`src/rtl/cnn_pkg.sv`:
```
// rtl/cnn_pkg.sv - shared widths, data types and writer FSM states for the CNN datapath
package cnn_pkg;

  localparam int DATA_W = 8;
  localparam int LANES  = 4;
  localparam int ADDR_W = 10;

  typedef logic [DATA_W-1:0]       lane_t;
  typedef logic [DATA_W*LANES-1:0] word_t;

  typedef enum logic [1:0] {
    IDLE,
    RUN,
    FINISH
  } writer_state_t;

endpackage

```
`src/rtl/sync_fifo.sv`:
```
// rtl/sync_fifo.sv - synchronous FIFO with a registered head word and synchronous clear
module sync_fifo #(
  parameter int WIDTH = 32,
  parameter int DEPTH = 4
) (
  input  logic             clk,
  input  logic             rst,
  input  logic             clr,
  input  logic             push,
  input  logic             pop,
  input  logic [WIDTH-1:0] din,
  output logic [WIDTH-1:0] dout,
  output logic             full,
  output logic             empty
);

  localparam int AW = $clog2(DEPTH);

  logic [WIDTH-1:0] mem [DEPTH];
  logic [AW-1:0]    wr_ptr;
  logic [AW-1:0]    rd_ptr;
  logic [AW-1:0]    rd_next;
  logic [AW:0]      count;

  assign full    = (count == (AW+1)'(DEPTH));
  assign empty   = (count == '0);
  assign rd_next = rd_ptr + 1'b1;

  always_ff @(posedge clk) begin
    if (push) begin
      mem[wr_ptr] <= din;
    end
  end

  always_ff @(posedge clk) begin
    if (!rst || clr) begin
      wr_ptr <= '0;
      rd_ptr <= '0;
      count  <= '0;
      dout   <= '0;
    end else begin
      if (push) begin
        wr_ptr <= wr_ptr + 1'b1;
      end
      if (pop) begin
        rd_ptr <= rd_next;
      end
      case ({push, pop})
        2'b10:   count <= count + 1'b1;
        2'b01:   count <= count - 1'b1;
        default: count <= count;
      endcase
      // dout always mirrors the oldest entry; a lone entry being replaced comes straight from din
      if (pop) begin
        if (count > (AW+1)'(1)) begin
          dout <= mem[rd_next];
        end else if (push) begin
          dout <= din;
        end
      end else if (push && empty) begin
        dout <= din;
      end
    end
  end

endmodule

```
`src/rtl/pe_output_writer.sv`:
```
// rtl/pe_output_writer.sv - captures PE2 output groups and drains them as packed words to output memory
module pe_output_writer #(
  parameter int DATA_W     = cnn_pkg::DATA_W,
  parameter int LANES      = cnn_pkg::LANES,
  parameter int ADDR_W     = cnn_pkg::ADDR_W,
  parameter int FIFO_DEPTH = 4
) (
  input  logic                    clk,
  input  logic                    rst,
  input  logic                    start,
  input  logic [ADDR_W-1:0]       baseAddr,
  input  logic [ADDR_W-1:0]       numWords,
  input  logic                    groupDone,
  input  logic [DATA_W-1:0]       shiftRegIn [0:LANES-1],
  input  logic                    wrReady,
  output logic                    wrValid,
  output logic [ADDR_W-1:0]       wrAddr,
  output logic [DATA_W*LANES-1:0] wrData,
  output logic                    busy,
  output logic                    done,
  output logic                    overflow
);

  import cnn_pkg::*;

  writer_state_t state;
  writer_state_t state_next;

  logic [ADDR_W-1:0]       num_q;
  logic [ADDR_W-1:0]       accepted_q;
  logic [ADDR_W-1:0]       captured_q;
  logic [ADDR_W-1:0]       addr_q;
  logic                    ovf_q;
  logic [DATA_W*LANES-1:0] packed_in;
  logic                    fifo_full;
  logic                    fifo_empty;
  logic                    start_ok;
  logic                    accept;
  logic                    capture;
  logic                    push;

  always_comb begin
    packed_in = '0;
    for (int i = 0; i < LANES; i++) begin
      packed_in[i*DATA_W +: DATA_W] = shiftRegIn[i];
    end
  end

  assign start_ok = start && (state == IDLE);
  assign wrValid  = (state == RUN) && !fifo_empty;
  assign accept   = wrValid && wrReady;
  // groups past the frame length are silently discarded; only a full FIFO counts as overflow
  assign capture  = (state == RUN) && groupDone && (captured_q < num_q);
  assign push     = capture && (!fifo_full || accept);

  sync_fifo #(
    .WIDTH (DATA_W*LANES),
    .DEPTH (FIFO_DEPTH)
  ) u_fifo (
    .clk   (clk),
    .rst   (rst),
    .clr   (start_ok),
    .push  (push),
    .pop   (accept),
    .din   (packed_in),
    .dout  (wrData),
    .full  (fifo_full),
    .empty (fifo_empty)
  );

  always_comb begin
    state_next = state;
    case (state)
      IDLE: begin
        if (start) begin
          state_next = (numWords == '0) ? FINISH : RUN;
        end
      end
      RUN: begin
        if (accept && (accepted_q + 1'b1 == num_q)) begin
          state_next = FINISH;
        end
      end
      FINISH:  state_next = IDLE;
      default: state_next = IDLE;
    endcase
  end

  always_ff @(posedge clk) begin
    if (!rst) begin
      state      <= IDLE;
      num_q      <= '0;
      accepted_q <= '0;
      captured_q <= '0;
      addr_q     <= '0;
      ovf_q      <= 1'b0;
    end else begin
      state <= state_next;
      if (start_ok) begin
        num_q      <= numWords;
        addr_q     <= baseAddr;
        accepted_q <= '0;
        captured_q <= '0;
        ovf_q      <= 1'b0;
      end else begin
        if (push) begin
          captured_q <= captured_q + 1'b1;
        end
        if (accept) begin
          accepted_q <= accepted_q + 1'b1;
          addr_q     <= addr_q + 1'b1;
        end
        if (capture && fifo_full && !accept) begin
          ovf_q <= 1'b1;
        end
      end
    end
  end

  assign wrAddr   = addr_q;
  assign busy     = (state != IDLE);
  assign done     = (state == FINISH);
  assign overflow = ovf_q;

endmodule

```
`config.mk`:
```
export PLATFORM = sky130hd
export DESIGN_NAME = pe_output_writer
export DESIGN_NICKNAME = d
export VERILOG_FILES = /design/src/rtl/cnn_pkg.sv /design/src/rtl/sync_fifo.sv /design/src/rtl/pe_output_writer.sv
export SDC_FILE = /design/constraint.sdc
export NUM_CORES = 1
export LEC_CHECK = 0
export CAP_MARGIN = 10
export CORE_UTILIZATION = 40
export DETAILED_ROUTE_END_ITERATION = 16
export PLACE_DENSITY = 0.65
export SYNTH_ARGS = -nofsm -noshare
export SYNTH_HDL_FRONTEND = slang
export SYNTH_SLANG_ARGS = --single-unit
```
`constraint.sdc`:
```
create_clock -name clk -period 7.8 [get_ports clk]
set_input_delay 1.17 -clock clk [delete_from_list [all_inputs] [get_ports clk]]
set_output_delay 1.17 -clock clk [all_outputs]
set_load 0.01 [all_outputs]
```
==> flow_metrics.py <==
metrics = {
    "sta": {
        "layout_min_cycle_time_ps": 3610,
        "setup_tns_ps": 0,
        "tightest_slew_ps": 942,
        "rsz0062_at_grt": "false",
        "hold_violations": 0,
        "fmax_mhz": 277,
        "fin_skew_ps": 16.8,
        "finalMaxSlewViolations": 0,
        "fin_ws_ps": 4190,
        "setup_violations": 0,
        "period_share": 0.463,
        "max_slew_margin": 0.372,
    },
    "routing": {
        "dr.first_iter.drc_count": 282,
        "ant_nets": 0,
        "dr.pass1.iters": 10,
        "drcViolationCount": 16,
        "vias": 5573,
        "viasPerCell": 5.30,
        "detail_route.wl_per_cell_um": 17.3,
        "finalWirelength_um": 18200,
    },
    "synthesis": {
        "yosys.area.top_type": "edfxtp_1",
        "ys_seq_elements": 210,
        "ys_seq_area_frac": 0.609,
        "synth_cell_type_count": 56,
        "synth-main-ff-cell": "edfxtp_1",
        "ys_top_cells_by_count": "128 x edfxtp_1, 82 x dfxtp_1, 64 x nor2_1, 47 x nand2_1, 34 x mux2i_1",
        "synth.area.top_cells": "edfxtp_1 43%, dfxtp_1 18%, mux4_2 8.0%",
        "synth.top_cell.area_share": 0.427,
        "async_flop_share": 0,
        "synth_cells": 660,
        "synth_edf_count": 128,
        "yosysMostFrequentCell": "edfxtp_1",
        "ys_warn_count": 0,
        "syn_area_sq_um": 9000,
        "syn_nets": 737,
        "avgSynthCellArea_sq_um": 13.6,
    },
    "global_routing": {
        "grt_pass1_wl_um": 30200,
        "grt_pass1_vias": 5742,
        "grt_use_total": 0.162,
        "grt_max_degree": 65,
        "antenna_found_initial": 0,
        "overflow": 0,
    },
    "die": {
        "io_pins": 103,
        "core_sq_um": 22000,
        "rows": 54,
        "fp.dieH_um": 152,
        "initial_core_util": 0.410,
        "die_area_sq_um": 23100,
        "dieWidth_um": 152,
    },
    "outcome": {
        "violations": "design-rule violations",
        "status": "finished with violations",
    },
    "setup_path": {
        "cp_max_fo": 64,
        "cp_cell_sequence": "clkdlybuf4s50_1 -> and3_1 -> o21ai_4 -> buf_4 -> a22oi_4 -> buf_4 -> nor2_1 -> a211oi_2",
        "endpoint": "u_fifo.dout[15]$_SDFFE_PP0P_",
        "cpMaxStageDelayCell": "buf_4",
        "cp.required_ps": 8220,
        "r2r_cells": 10,
        "crit_arrival_ps": 4030,
        "timing.rr.end": "u_fifo.dout[15]$_SDFFE_PP0P_",
        "reg2reg_from": "u_fifo.count[0]$_SDFFE_PP0P_",
        "cp-startpoint": "wrReady",
        "worst_path_most_repeated_cell": "buf_4",
        "worst_path_largest_cell_delay_ps": 640,
        "critPathKind": "input port to register",
        "start_kind": "input port",
        "reg2reg_slack_ps": 4520,
        "worstSetupEndpointType": "register",
    },
    "job": {
        "maxCapViolCount": 0,
    },
    "final_layout": {
        "finalNetCount": 831,
        "final_core_util": 0.501,
        "instances_no_fill": 1051,
        "diodes": 0,
        "fill_cells": 1807,
        "drive_above_1_share": 0.143,
        "area_growth_syn_to_layout_pct": 22.2,
    },
    "place": {
        "place_ws_ps": 3670,
        "dp_cells": 1009,
        "dp_hpwl_um": 11500,
        "routabilityCongestion": 0.796,
        "io_buffer_count": 102,
    },
    "clock_network": {
        "cts_resized": 0,
        "path_clk_slew_ps": 60,
        "cts_tree": "built",
        "clockBufferDepth": 3,
        "cts_htree_levels": 1,
        "clk_latency_ps": 510,
        "postCtsSetupRepairBufs": 0,
        "ctsHoldBuffers": 0,
        "numCtsBuffers": 23,
        "cts-root-buf": "clkbuf_16",
        "clock-sinks": 210,
    },
    "min_path": {
        "hold_class": "register to register",
    },
    "power_and_ir_drop": {
        "power.leakage_nw": 3.74,
        "powerDensity_nw_per_um2": 226,
        "peakVddDrop_v": 0.000127,
    },
}
worst min-delay path by stage:
stage	from	to	slack (ps)	cells after the start
floorplan	num_q[7]$_SDFFE_PN0P_	num_q[7]$_SDFFE_PN0P_	450	2
finish	num_q[7]$_SDFFE_PN0P_	num_q[7]$_SDFFE_PN0P_	490	2
global placement	overflow$_SDFFE_PP0P_	overflow$_SDFFE_PP0P_	480	2
CTS	num_q[7]$_SDFFE_PN0P_	num_q[7]$_SDFFE_PN0P_	500	2
detailed placement	num_q[7]$_SDFFE_PN0P_	num_q[7]$_SDFFE_PN0P_	490	2
global route	num_q[7]$_SDFFE_PN0P_	num_q[7]$_SDFFE_PN0P_	510	2
registers in the layout, indices dropped and copies added, names as in the netlist:
signal,count
u_fifo.mem,128
u_fifo.dout,32
accepted_q,10
captured_q,10
num_q,10
wrAddr,10
u_fifo.count,3
state,2
u_fifo.rd_ptr,2
u_fifo.wr_ptr,2
overflow,1
cell type report:
| type | count | area [sq um] | area share |
|---|---|---|---|
| clock inverter | 8 | 73.8 | 0.00671 |
| tap | 280 | 350 | 0.0319 |
| multi-input combinational | 398 | 3300 | 0.300 |
| sequential | 210 | 5490 | 0.499 |
| inverter | 15 | 56.3 | 0.00512 |
| clock buffer | 34 | 677 | 0.0615 |
| timing repair buffer | 106 | 1050 | 0.0956 |
routing by layer:
layer | global-route usage | vias to the layer above | wire length (um)
met5 | 0 | - | 0
met4 | 0.0544 | 0 | 403
met3 | 0.0308 | 34 | 1270
met2 | 0.278 | 184 | 8710
met1 | 0.206 | 2695 | 7800
li1 | - | 2660 | -
placed cells by master, fill, tap and decap left out, types with 2 or more instances in the layout:
| cell | netlist | final |
|---|---|---|
| edfxtp_1 | 128 | 128 |
| clkdlybuf4s50_1 | 0 | 102 |
| dfxtp_1 | 82 | 80 |
| nor2_1 | 64 | 64 |
| nand2_1 | 47 | 46 |
| mux2i_1 | 34 | 34 |
| mux4_2 | 32 | 32 |
| xnor2_1 | 27 | 27 |
| clkbuf_16 | 0 | 23 |
| a211oi_2 | 20 | 20 |
| ha_1 | 20 | 20 |
| nand3_1 | 17 | 17 |
| inv_1 | 15 | 15 |
| a211oi_1 | 15 | 15 |
| a21oi_1 | 14 | 14 |
| nor3_1 | 11 | 11 |
| a21boi_0 | 11 | 11 |
| o21ai_0 | 10 | 10 |
| xor2_1 | 10 | 10 |
| nand4_1 | 7 | 7 |
| nand2b_1 | 6 | 6 |
| clkbuf_8 | 0 | 6 |
| clkbuf_1 | 18 | 5 |
| nor2b_1 | 4 | 4 |
| and3_2 | 0 | 4 |
| nor4_1 | 4 | 4 |
| buf_4 | 1 | 4 |
| or2_2 | 3 | 3 |
| and3_1 | 7 | 3 |
| a221oi_1 | 3 | 3 |
| o211a_1 | 3 | 3 |
| clkinv_2 | 0 | 3 |
| or4_1 | 2 | 2 |
| or3_1 | 2 | 2 |
| a311oi_1 | 2 | 2 |
| dfxtp_2 | 0 | 2 |
report_power, final:
group / switching [mW] / internal [mW] / total (mW) / leakage [nW]
Clock: 0.421 / 0.634 / 1.06 / 0.369
Combinational: 0.109 / 0.0932 / 0.203 / 1.55
Sequential: 0.0213 / 1.21 / 1.23 / 1.82
metrics by stage:
step	power, mW	instance area (sq um)	hold WS (ps)
4_1_cts	2.51	11000	495
5_1_grt	2.57	11000	515
2_1_floorplan	1.36	9000	454
3_5_place_dp	1.46	10200	487
6_report	2.49	11000	492
3_3_place_gp	1.45	10200	476
cells by family (layout without fill, tap and decap cells):
| logic type | Yosys count | in the layout | synth area share |
|---|---|---|---|
| flops | 210 | 210 | 0.609 |
| mux | 66 | 66 | 0.118 |
| fa+ha+maj | 21 | 21 | 0.0289 |
| compound gates | 90 | 90 | 0.0872 |
| xor+xnor | 37 | 37 | 0.0360 |
| simple gates | 184 | 184 | 0.0962 |
| buf+inv | 52 | 163 | 0.0245 |
worst max-delay path, delay by kind of cell:
| kind | cells | cell delay [ps] |
|---|---|---|
| buffers and inverters | 3 | 1530 |
| AO/OA/AOI/OAI | 3 | 530 |
| AND/OR/NAND/NOR | 2 | 760 |
No activity file was read; power rests on OpenSTA's default activity.
